[src/rtl/sr_latch_driver_if.sv]
// Bundle of request handshake, latch drive and latch readback signals for
// sr_latch_driver. The slave side is the controller, the master side is the
// environment (request source plus the latch itself).
interface sr_latch_driver_if;
    logic req_valid;
    logic req_data;
    logic req_ready;
    logic s_out;
    logic r_out;
    logic q_fb;
    logic qn_fb;
    logic done;
    logic err;

    modport master (
        output req_valid,
        output req_data,
        output q_fb,
        output qn_fb,
        input  req_ready,
        input  s_out,
        input  r_out,
        input  done,
        input  err
    );

    modport slave (
        input  req_valid,
        input  req_data,
        input  q_fb,
        input  qn_fb,
        output req_ready,
        output s_out,
        output r_out,
        output done,
        output err
    );
endinterface

[src/rtl/sr_latch_driver.sv]
// Synchronous driver for a NOR SR latch: accepts a requested value, issues a
// timed set or reset pulse, reads Q/Qn back and retries on failure. S and R
// are derived from a single pulse flag and one target bit, so S=R=1 cannot
// be produced.
module sr_latch_driver #(
    parameter int unsigned PULSE_W   = 2,
    parameter int unsigned SETTLE_W  = 1,
    parameter int unsigned MAX_RETRY = 2
) (
    input logic              clk,
    input logic              rst_n,
    sr_latch_driver_if.slave bus
);

    localparam int unsigned PsMax  = (PULSE_W > SETTLE_W) ? PULSE_W : SETTLE_W;
    localparam int unsigned CntMax = (PsMax > MAX_RETRY + 1) ? PsMax : MAX_RETRY + 1;
    localparam int unsigned CntW   = $clog2(CntMax + 1);

    localparam logic [CntW-1:0] PulseLast  = CntW'(PULSE_W - 1);
    localparam logic [CntW-1:0] SettleLast = CntW'(SETTLE_W - 1);
    localparam logic [CntW-1:0] RetryMax   = CntW'(MAX_RETRY);

    typedef enum logic [2:0] {
        StInitPulse,
        StIdle,
        StPulse,
        StSettle,
        StVerify,
        StResp
    } state_e;

    state_e          state_q, state_d;
    logic [CntW-1:0] cnt_q, cnt_d;
    logic [CntW-1:0] retry_q, retry_d;
    logic            target_q, target_d;
    logic            init_q, init_d;

    logic            s_q, r_q, ready_q, done_q, err_q;
    logic            done_d, err_d;
    logic            fb_ok;
    logic            fb_match_req;

    // q_fb == qn_fb never matches, since the target and its inverse differ
    assign fb_ok        = (bus.q_fb == target_q) && (bus.qn_fb == ~target_q);
    assign fb_match_req = (bus.q_fb == bus.req_data) && (bus.qn_fb == ~bus.req_data);

    // Next-state logic for the pulse/settle/verify sequencer
    always_comb begin
        state_d  = state_q;
        cnt_d    = cnt_q;
        retry_d  = retry_q;
        target_d = target_q;
        init_d   = init_q;
        done_d   = 1'b0;
        err_d    = 1'b0;

        case (state_q)
            StInitPulse: begin
                // Force Q=0 after reset; the outcome is never reported
                state_d  = StPulse;
                target_d = 1'b0;
                init_d   = 1'b1;
                cnt_d    = '0;
                retry_d  = '0;
            end
            StIdle: begin
                if (bus.req_valid) begin
                    target_d = bus.req_data;
                    cnt_d    = '0;
                    if (fb_match_req) begin
                        state_d = StResp;
                        done_d  = 1'b1;
                    end else begin
                        state_d = StPulse;
                    end
                end
            end
            StPulse: begin
                if (cnt_q == PulseLast) begin
                    state_d = StSettle;
                    cnt_d   = '0;
                end else begin
                    cnt_d = cnt_q + 1'b1;
                end
            end
            StSettle: begin
                if (cnt_q == SettleLast) begin
                    state_d = StVerify;
                    cnt_d   = '0;
                end else begin
                    cnt_d = cnt_q + 1'b1;
                end
            end
            StVerify: begin
                if (!fb_ok && (retry_q < RetryMax)) begin
                    retry_d = retry_q + 1'b1;
                    cnt_d   = '0;
                    state_d = StPulse;
                end else if (init_q) begin
                    // Init goes to IDLE whether or not the latch verified
                    init_d  = 1'b0;
                    retry_d = '0;
                    state_d = StIdle;
                end else begin
                    state_d = StResp;
                    done_d  = fb_ok;
                    err_d   = ~fb_ok;
                end
            end
            StResp: begin
                retry_d = '0;
                state_d = StIdle;
            end
            default: begin
                state_d = StInitPulse;
            end
        endcase
    end

    // Sequencer state and counters
    always_ff @(posedge clk or negedge rst_n) begin
        if (!rst_n) begin
            state_q  <= StInitPulse;
            cnt_q    <= '0;
            retry_q  <= '0;
            target_q <= 1'b0;
            init_q   <= 1'b0;
        end else begin
            state_q  <= state_d;
            cnt_q    <= cnt_d;
            retry_q  <= retry_d;
            target_q <= target_d;
            init_q   <= init_d;
        end
    end

    // Registered outputs, decoded from the next state so they align with it
    always_ff @(posedge clk or negedge rst_n) begin
        if (!rst_n) begin
            s_q     <= 1'b0;
            r_q     <= 1'b0;
            ready_q <= 1'b0;
            done_q  <= 1'b0;
            err_q   <= 1'b0;
        end else begin
            s_q     <= (state_d == StPulse) &&  target_d;
            r_q     <= (state_d == StPulse) && !target_d;
            ready_q <= (state_d == StIdle);
            done_q  <= done_d;
            err_q   <= err_d;
        end
    end

    assign bus.s_out     = s_q;
    assign bus.r_out     = r_q;
    assign bus.req_ready = ready_q;
    assign bus.done      = done_q;
    assign bus.err       = err_q;

endmodule
[src/flat_wrapper.sv]
// flat-port wrapper written by rule: the top's interface ports become plain ports
module sr_latch_driver_flat 
#(
    parameter int unsigned PULSE_W   = 2,
    parameter int unsigned SETTLE_W  = 1,
    parameter int unsigned MAX_RETRY = 2
)
  (clk, rst_n, bus_req_valid, bus_req_data, bus_q_fb, bus_qn_fb, bus_req_ready, bus_s_out, bus_r_out, bus_done, bus_err);
  sr_latch_driver_if bus_i ();
  input logic clk;
  input logic rst_n;
  input wire logic [$bits(bus_i.req_valid)-1:0] bus_req_valid;
  input wire logic [$bits(bus_i.req_data)-1:0] bus_req_data;
  input wire logic [$bits(bus_i.q_fb)-1:0] bus_q_fb;
  input wire logic [$bits(bus_i.qn_fb)-1:0] bus_qn_fb;
  output wire logic [$bits(bus_i.req_ready)-1:0] bus_req_ready;
  output wire logic [$bits(bus_i.s_out)-1:0] bus_s_out;
  output wire logic [$bits(bus_i.r_out)-1:0] bus_r_out;
  output wire logic [$bits(bus_i.done)-1:0] bus_done;
  output wire logic [$bits(bus_i.err)-1:0] bus_err;
  assign bus_i.req_valid = bus_req_valid;
  assign bus_i.req_data = bus_req_data;
  assign bus_i.q_fb = bus_q_fb;
  assign bus_i.qn_fb = bus_qn_fb;
  assign bus_req_ready = bus_i.req_ready;
  assign bus_s_out = bus_i.s_out;
  assign bus_r_out = bus_i.r_out;
  assign bus_done = bus_i.done;
  assign bus_err = bus_i.err;
  sr_latch_driver #(.PULSE_W(PULSE_W), .SETTLE_W(SETTLE_W), .MAX_RETRY(MAX_RETRY)) u_core (.clk(clk), .rst_n(rst_n), .bus(bus_i));
endmodule
[config.mk]
export PLATFORM = sky130hd
export DESIGN_NAME = sr_latch_driver_flat
export DESIGN_NICKNAME = d
export VERILOG_FILES = /design/src/rtl/sr_latch_driver_if.sv /design/src/rtl/sr_latch_driver.sv /design/src/flat_wrapper.sv
export SDC_FILE = /design/constraint.sdc
export NUM_CORES = 1
export LEC_CHECK = 0
export BUFFER_PORTS_ARGS = -buffer_cell sky130_fd_sc_hd__buf_2
export CAP_MARGIN = 20
export CORE_MARGIN = 10
export CORE_UTILIZATION = 52
export DETAILED_ROUTE_END_ITERATION = 16
export MAX_ROUTING_LAYER = met4
export PLACE_DENSITY = 0.73
export SLEW_MARGIN = 20
export SYNTH_ARGS = -nofsm -noshare
export SYNTH_HDL_FRONTEND = slang
export SYNTH_SLANG_ARGS = --single-unit
[constraint.sdc]
create_clock -name clk -period 2 [get_ports clk]
set_input_delay 0.4 -clock clk [delete_from_list [all_inputs] [get_ports clk]]
set_output_delay 0.4 -clock clk [all_outputs]
set_load 0.05 [all_outputs]
==> metrics, run 1 <==
status=completed; Die Span X=60.0 um; maximum vdd drop=0.719 mV; Global Route Usage Sum=10.2%; sequential area share after synthesis=42.2%; die area=3600 um2; I/O Buffers=10; critical path endpoint category=flop; syn avg cell area=10.1 um2; top cells by area, synth=dfrtp_1 42%, ha_1 4.5%, nor2_1 3.2%; Final ANT Viol Nets=0; commonest non-fill, non-tap cells in the layout=14 x dfrtp_1, 10 x buf_2, 7 x nor2_1; Seq pwr share=38.8%; NetSw=0.528 mW; Storage cell area=350 um2; multi-input logic area=429 um2; Tmin final=1650 ps; Initial Utilization=55.1%; syn nets=91; Die Ht=60.0 um; DP Area=872 um2; drt first pass iters=4; # DRC=0; clk_lat worst skew=290 ps; fmax=607 MHz; RSZ-0062 raised after global routing=false; overall power=1.22 mW; crit share post-route=82.4%; # H-tree levels=1; largest net degree at the start of global routing=17; Clock power frac=16.6%; clock slew at reported path FFs=90 ps; hold_ws=452 ps; synthesized area=831 um2; hpwl dp=1190 um; post-synth top area share=42.2%; Max Clock Skew=8.52 ps; P_leak=0.425 nW; GRT Max-Usage Layer=met1; crit start category=flop; maximum fanout along the worst path=16; final hold vios=0; grt met1 use=13.5%; Int Pwr=0.694 mW; design area=918 um2; CTS sink cnt=14; Yosys cell types=33; Tightest Pin Transition=436 ps; routing usage on met2=12.9%; Inserted Clock Buffers=3; Max-slew headroom=70.8%; layout net count=103; vias per cell=5.85; core area=1510 um2; max-cap violations=0; Area Growth Syn to Fin=10.5%; commonest non-fill, non-tap cell in the layout=dfrtp_1; TritonCTS clock tree=done; Arrival @ worst endpoint=1820 ps; Final setup violation count=0; fillers=130; Synth Warn #=0; Mapped Cells=82; Via Count=638; IO Pins=11; Post-CTS Setup Bufs=0; switching share of power=43.2%; Final Non-Filler Cells=109; first-pass GRT wire length=2680 um; Root Driver=clkbuf_4; DRT iter0 DRCs=25; GP Congestion=0.836; placed cell count=104; Worst Path Required=2170 ps; hold depth=2; CTS resizes=0; Logic pwr share=44.6%; dominant cell type by area after synthesis=dfrtp_1; Sum Neg Setup Slack=0 ps; Crit Path Class=flop to flop; CTS Buffer Depth=2; Cell Pwr Density=1330 nW/um2; Max Transition Viols Final=0; min-delay worst type=input pin to flop; Ant. Diodes=0; vias in the first global route=568; cts hold-fix bufs=1; Cell Rows=14; antenna violations before repair=0; layout cells sized above 1=25.8%; met3 Usage GRT=2.97%; Worst R2R Path Depth=4; GR Overflow Total=0; DR WL/cell=14.6 um; Detailed Route WL=1600 um; synthesized flop and latch total=14
[sequential cells by signal, indices dropped and copies added (netlist names)]
register and count:
u_core.bus.r_out 1, u_core.bus.done 1, u_core.bus.err 1, u_core.bus.req_ready 1, u_core.state_q 3, u_core.retry_q 2
u_core.cnt_q 2, u_core.bus.s_out 1, u_core.init_q 1, u_core.target_q 1
[worst max-delay path, stage by stage (launching register included)]
cell	delay (ps)
dfrtp_1	540
and4bb_2	340
o21ai_1	180
o2111ai_2	250
and3_1	210
[cell usage after synthesis, drive strengths merged]
master   instances
nor3b            4
o31ai            3
a32o             1
ha               3
dfrtp           14
a211oi           1
mux2i            2
nor2b            1
or3              2
nor2             7
a2bb2oi          1
nand2            4
nor3             6
o32ai            2
a21oi            4
o21ai            6
a22o             1
o22ai            1
buf              4
and3b            2
and3             2
o2111ai          1
a211o            1
nand2b           2
and4bb           1
inv              6
[stage by stage]
stage | worst slack (ps) | util, %
4_1_cts | 361 | 61.0
5_1_grt | 257 | 61.0
6_report | 353 | 61.0
3_5_place_dp | 408 | 57.9
2_1_floorplan | 600 | -
3_3_place_gp | 405 | 57.9
[power groups by stage]
| stage | Clock, mW | Sequential [mW] | Combinational (mW) |
|---|---|---|---|
| final | 0.203 | 0.474 | 0.545 |
| after global routing | 0.226 | 0.491 | 0.601 |
| after CTS | 0.209 | 0.472 | 0.549 |
| after detailed placement | 0 | 0.478 | 0.541 |
| after global placement | 0 | 0.474 | 0.537 |
| after floorplan | 0 | 0.496 | 0.422 |
[layer usage]
layer | vias to the layer above | share of wire, %
li1 | 323 | -
met1 | 294 | 49
met2 | 16 | 44
met3 | 5 | 4.6
met4 | 0 | 2.6
met5 | - | 0
[cell families (layout without fill, tap and decap cells)]
family                   after synthesis  count (layout)  synth area share (%)
flip-flops                            14              14                  42.2
buffers and inverters                 10              21                  6.17
multiplexers                           2               2                  2.41
adder cells (fa/ha/maj)                3               3                  4.52
AO/OA/AOI/OAI                         22              22                  20.6
AND/OR/NAND/NOR                       31              31                  24.1
[layout make-up]
type / count / area share (%)
repair buffers: 11 / 6.54
clock buffers: 4 / 3.95
flip-flops and latches: 14 / 38.1
multi-input cells: 58 / 46.7
well taps: 16 / 2.18
inverters: 6 / 2.45
[worst paths after layout]
check	start	endpoint	slack, ps
worst max register to register	u_core.state_q[0]	u_core.bus.req_ready	350
min in group asynchronous	rst_n	u_core.init_q	530
max in group asynchronous	rst_n	u_core.target_q	1230
worst min register to register	u_core.init_q	u_core.init_q	580
worst max-delay path	u_core.state_q[0]	u_core.bus.req_ready	350
worst min-delay path	bus_req_data	u_core.target_q	450
(Power assumes the default switching activity.)
==> inputs of run 2 (changes only) <==
clock period = 1.7 ns   (was 2 ns; I/O delays follow)
==> run 2 against run 1 <==
Effect of this change:
- via count increased by 3.0%
- critical endpoint unchanged
- combinational power increased by 22%
- highest routed layer is now met3
- register-to-register slack got worse by 220 ps
- critical path type unchanged
- fmax increased by 5.0%
==> metrics, run 2 (same netlist as run 1, synthesis figures left out) <==
Final setup violation count=0 (unchanged); Die Span X=60.0 um (unchanged); largest net degree at the start of global routing=17 (unchanged); vias per cell=5.97 (+2.0%); core area=1510 um2 (unchanged); routing usage on met2=14.1% (+1.2 points); top flop regs=u_core.state_q (3), u_core.cnt_q (2), u_core.retry_q (2); # H-tree levels=1 (unchanged); clock slew at reported path FFs=80 ps (about the same); Worst Path Required=1870 ps (-300 ps); P_leak=0.428 nW (+0.63%); overall power=1.39 mW (+14%); die area=3600 um2 (unchanged); Worst Path Buf+Inv=0 (unchanged); commonest non-fill, non-tap cells in the layout=14 x dfrtp_1, 10 x buf_2, 7 x nor2_1; GP Congestion=0.775 (-7.4%); maximum fanout along the worst path=16 (unchanged); CTS sink cnt=14 (unchanged); maximum vdd drop=0.785 mV (+9.2%); met3 Usage GRT=3.81% (+0.85 points); cts hold-fix bufs=1 (unchanged); Arrival @ worst endpoint=1730 ps (-90 ps); drt first pass iters=4 (unchanged); Max Clock Skew=5.92 ps (-2.60 ps); Max Transition Viols Final=0 (unchanged); Post-CTS Setup Bufs=0 (unchanged); Root Driver=clkbuf_4; grt met1 use=12.5% (-1.1 points); I/O Buffers=10 (unchanged); Crit Path Class=flop to flop; Inserted Clock Buffers=3 (unchanged); Max-slew headroom=71.3% (+0.54 points); critical path's top delay family=flip-flops; min-delay worst type=input pin to flop; Cell Pwr Density=1520 nW/um2 (+14%); Detailed Route WL=1650 um (+3.5%); first-pass GRT wire length=2690 um (+0.52%); vias in the first global route=604 (+6.3%); Crit. path cell count=4 (unchanged); CP cell instances=and4bb_2 -> o21ai_1 -> o2111ai_2 -> and3_1; GRT Max-Usage Layer=met2; crit start category=flop; Tmin final=1570 ps (-78.6 ps); IO Pins=11 (unchanged); layout net count=105 (+1.9%); GR Overflow Total=0 (unchanged); Initial Utilization=55.1% (unchanged); Final ANT Viol Nets=0 (unchanged); Critical-path top delay cell=dfrtp_1; TritonCTS clock tree=done; DP Area=887 um2 (+1.7%); antenna violations before repair=0 (unchanged); Biggest register=u_core.state_q; Sum Neg Setup Slack=0 ps (unchanged); clk_lat worst skew=270 ps (-20 ps); hold depth=2 (unchanged); RSZ-0062 raised after global routing=false; fmax=638 MHz (+5.0%); critical path endpoint category=flop; max reg flops=3 (unchanged); max-cap violations=0 (unchanged); # DRC=0 (unchanged); CTS resizes=0 (unchanged); Global Route Usage Sum=9.73% (-0.50 points); layout cells sized above 1=26.6% (+0.79 points); Tightest Pin Transition=430 ps (-6.24 ps); Worst R2R Path Depth=4 (unchanged); post-layout util=61.0% (+0.083 points); Cell Rows=14 (unchanged); Die Ht=60.0 um (unchanged); hpwl dp=1290 um (+8.2%); DR WL/cell=15.0 um (+2.6%); commonest non-fill, non-tap cell in the layout=dfrtp_1; status=completed; CTS Buffer Depth=2 (unchanged); DRT iter0 DRCs=23 (-8.0%); final hold vios=0 (unchanged); design area=920 um2 (+0.14%); crit share post-route=92.3% (+9.9 points); Ant. Diodes=0 (unchanged); Worst path max stage delay=540 ps (about the same); Area Growth Syn to Fin=10.7%; Via Count=657 (+3.0%)
==> run 2: cell count changes in the layout (fill, tap and decap cells not counted), sizes merged <==
cell | before | now
buf | 10 | 12
clkbuf | 4 | 3
==> run 2: layout make-up <==
class                           instances  area [um2]
Timing Repair Buffer                   13        75.1
Clock buffer                            3        22.5
Tap cell                               16        20.0
Fill cell                             135         587
Sequential cell                        14         350
Multi-Input combinational cell         58         429
Inverter                                6        22.5
==> run 2: final timing paths <==
check / startpoint / endpoint / slack (ps)
setup / recovery: u_core.state_q[0] / u_core.bus.req_ready / 130
hold / removal: bus_req_data / u_core.target_q / 400
setup reg to reg: u_core.state_q[0] / u_core.bus.req_ready / 130
hold reg to reg: u_core.retry_q[0] / u_core.retry_q[1] / 560
max in group asynchronous: rst_n / u_core.state_q[0] / 990
min in group asynchronous: rst_n / u_core.init_q / 470
==> run 2: routing by layer <==
layer  part of all wire (%)  wire length (um)
met1                     48               789
met4                      0                 0
met2                     46               759
met3                    6.2               103
met5                      0                 0
==> run 2: stage by stage <==
step	cells	hold WS [ps]	worst slack, ps
after floorplan	82	44.4	304
after global placement	106	252	164
after detailed placement	106	254	163
after CTS	110	398	128
after global routing	110	442	8.88
final	110	401	131
==> run 2: worst register-to-register path: stages, from the launching register on <==
cell and delay (ps):
dfrtp_1 540, and4bb_2 340, o21ai_1 170, o2111ai_2 220, and3_1 200
==> run 2: report_power, final <==
part / internal (mW) / switching, mW / total, mW
combinational: 0.267 / 0.396 / 0.663
clock: 0.0820 / 0.101 / 0.183
sequential: 0.431 / 0.116 / 0.547
==> inputs of run 3 (changes only) <==
CORE_MARGIN = 2   (was 10)
==> run 3 against run 2 <==
Effect of this change:
- register-to-register slack about the same
- cell area decreased by 0.82%
- global-route usage increased by 11 points
- die area decreased by 46%
- utilization decreased by 0.50 points
- clock skew about the same
- cell count decreased by 0.91%
- combinational power about the same
- clock power about the same
- via count decreased by 3.3%
- worst hold slack got worse by 10 ps
- count of clock-buffer cells in the layout unchanged
- critical path type unchanged
- largest cell class unchanged
==> metrics, run 3 (same netlist as run 1, synthesis figures left out) <==
clock slew at reported path FFs=80 ps (about the same); clk_lat worst skew=280 ps (about the same); Max Clock Skew=6.20 ps (+0.280 ps); # DRC=0 (unchanged); Clock power frac=13.2% (about the same); Root Driver=clkbuf_4; die area=1930 um2 (-46%); top flop regs=u_core.state_q (3), u_core.cnt_q (2), u_core.retry_q (2); GR Overflow Total=0 (unchanged); CP cell instances=and4bb_2 -> o21ai_1 -> o2111ai_2 -> and3_1; maximum vdd drop=0.799 mV (+1.7%); GP Congestion=0.769 (-0.67%); layout net count=104 (-0.95%); Worst Path Required=1870 ps (about the same); Int Pwr=0.779 mW (-0.15%); P_leak=0.423 nW (-1.3%); DP Area=880 um2 (-0.85%); crit share post-route=92.8% (+0.52 points); vias in the first global route=583 (-3.5%); max-cap violations=0 (unchanged); hold_ws=391 ps (-10.2 ps); Global Route Usage Sum=20.6% (+11 points); overall power=1.40 mW (+0.55%); DRT iter0 DRCs=13 (-43%); multi-input logic area=429 um2 (unchanged); Initial Utilization=55.1% (unchanged); crit start category=flop; commonest non-fill, non-tap cell in the layout=dfrtp_1; Area Growth Syn to Fin=9.79%; CTS Buffer Depth=2 (unchanged); Worst path max stage delay=540 ps (about the same); fillers=138 (+2.2%); Max Transition Viols Final=0 (unchanged); dpl ws=151 ps (-12.7 ps); setup slack after layout=123 ps (-8.91 ps); maximum fanout along the worst path=16 (unchanged); # H-tree levels=1 (unchanged); fmax=634 MHz (-0.56%); final hold vios=0 (unchanged); RSZ-0062 raised after global routing=false; Seq pwr share=39.5% (+0.2 points); Critical-path top delay cell=dfrtp_1; CTS sink cnt=14 (unchanged); Die Span X=44.0 um (-27%); Cell Rows=14 (unchanged); IO Pins=11 (unchanged); Via Count=635 (-3.3%); Inserted Clock Buffers=3 (unchanged); max reg flops=3 (unchanged); Arrival @ worst endpoint=1750 ps (+20 ps); antenna violations before repair=0 (unchanged); switching share of power=44.4% (+0.39 points); Final ANT Viol Nets=0 (unchanged); Logic pwr share=47.3% (-0.3 points); first-pass GRT wire length=2740 um (+1.8%); min-delay worst type=input pin to flop; Sum Neg Setup Slack=0 ps (unchanged); Die Ht=44.0 um (-27%); largest net degree at the start of global routing=17 (unchanged); drt first pass iters=4 (unchanged); I/O Buffers=10 (unchanged); design area=912 um2 (-0.82%); status=completed; CTS resizes=0 (unchanged); commonest non-fill, non-tap cells in the layout=14 x dfrtp_1, 10 x buf_2, 7 x nor2_1; cts hold-fix bufs=1 (unchanged); Tmin final=1580 ps (+8.91 ps); Cell Pwr Density=1540 nW/um2 (+1.4%); Final setup violation count=0 (unchanged); TritonCTS clock tree=done; core area=1510 um2 (unchanged); Post-CTS Setup Bufs=0 (unchanged); DR WL/cell=14.7 um (-2.0%); NetSw=0.622 mW (+1.4%); Detailed Route WL=1610 um (-2.8%); Biggest register=u_core.state_q; hpwl dp=1170 um (-9.1%); Storage cell area=350 um2 (unchanged); vias per cell=5.83 (-2.5%); critical path endpoint category=flop; Ant. Diodes=0 (unchanged); Crit Path Class=flop to flop; layout cells sized above 1=25.8% (-0.79 points); Tightest Pin Transition=438 ps (+8.39 ps); Max-slew headroom=70.8% (-0.56 points)
run 3: cell count changes in the layout (fill, tap and decap cells not counted), sizes merged:
cell  previous run  this run
buf             12        11
run 3: stage by stage:
| step | cells | util (%) |
|---|---|---|
| floorplan | 82 | - |
| finish | 109 | 60.5 |
| detailed placement | 105 | 58.4 |
| global placement | 105 | 58.4 |
| global route | 109 | 60.5 |
| CTS | 109 | 60.5 |
run 3: area by class of cell:
class,instances,area share [%]
Multi-Input combinational cell,58,47.1
Inverter,6,2.47
Timing Repair Buffer,12,7.41
Sequential cell,14,38.4
Clock buffer,3,2.47
Tap cell,16,2.19
run 3: power groups by stage:
stage	Combinational (mW)	Sequential (mW)	Clock, mW
final	0.663	0.553	0.185
after global routing	0.729	0.573	0.203
after CTS	0.661	0.551	0.188
after detailed placement	0.653	0.558	0
after global placement	0.643	0.551	0
after floorplan	0.496	0.584	0
run 3: critical path, delay by kind of cell, from the launching register on:
family | cells | cell delay (ps)
flip-flops | 1 | 540
AND/OR/NAND/NOR | 2 | 540
AO/OA/AOI/OAI | 2 | 390
run 3: worst paths after layout:
check                                  start                   end  slack, ps  depth (start not counted)
setup / recovery           u_core.state_q[0]  u_core.bus.req_ready        120                          4
hold reg to reg            u_core.retry_q[0]     u_core.retry_q[1]        560                          1
min in group asynchronous              rst_n     u_core.state_q[2]        490                          2
hold / removal                  bus_req_data       u_core.target_q        390                          2
setup reg to reg           u_core.state_q[0]  u_core.bus.req_ready        120                          4
max in group asynchronous              rst_n     u_core.retry_q[0]        970                          2
run 3: layer usage:
| layer | global-route usage [%] | share of wire (%) | wire length [um] | vias to the layer above |
|---|---|---|---|---|
| met4 | 5.45 | 0 | 0 | 0 |
| met1 | 29.8 | 51 | 817 | 296 |
| met3 | 6.25 | 4.7 | 75 | 0 |
| met2 | 27.9 | 44 | 712 | 16 |
| met5 | - | 0 | 0 | - |
| li1 | - | - | - | 323 |
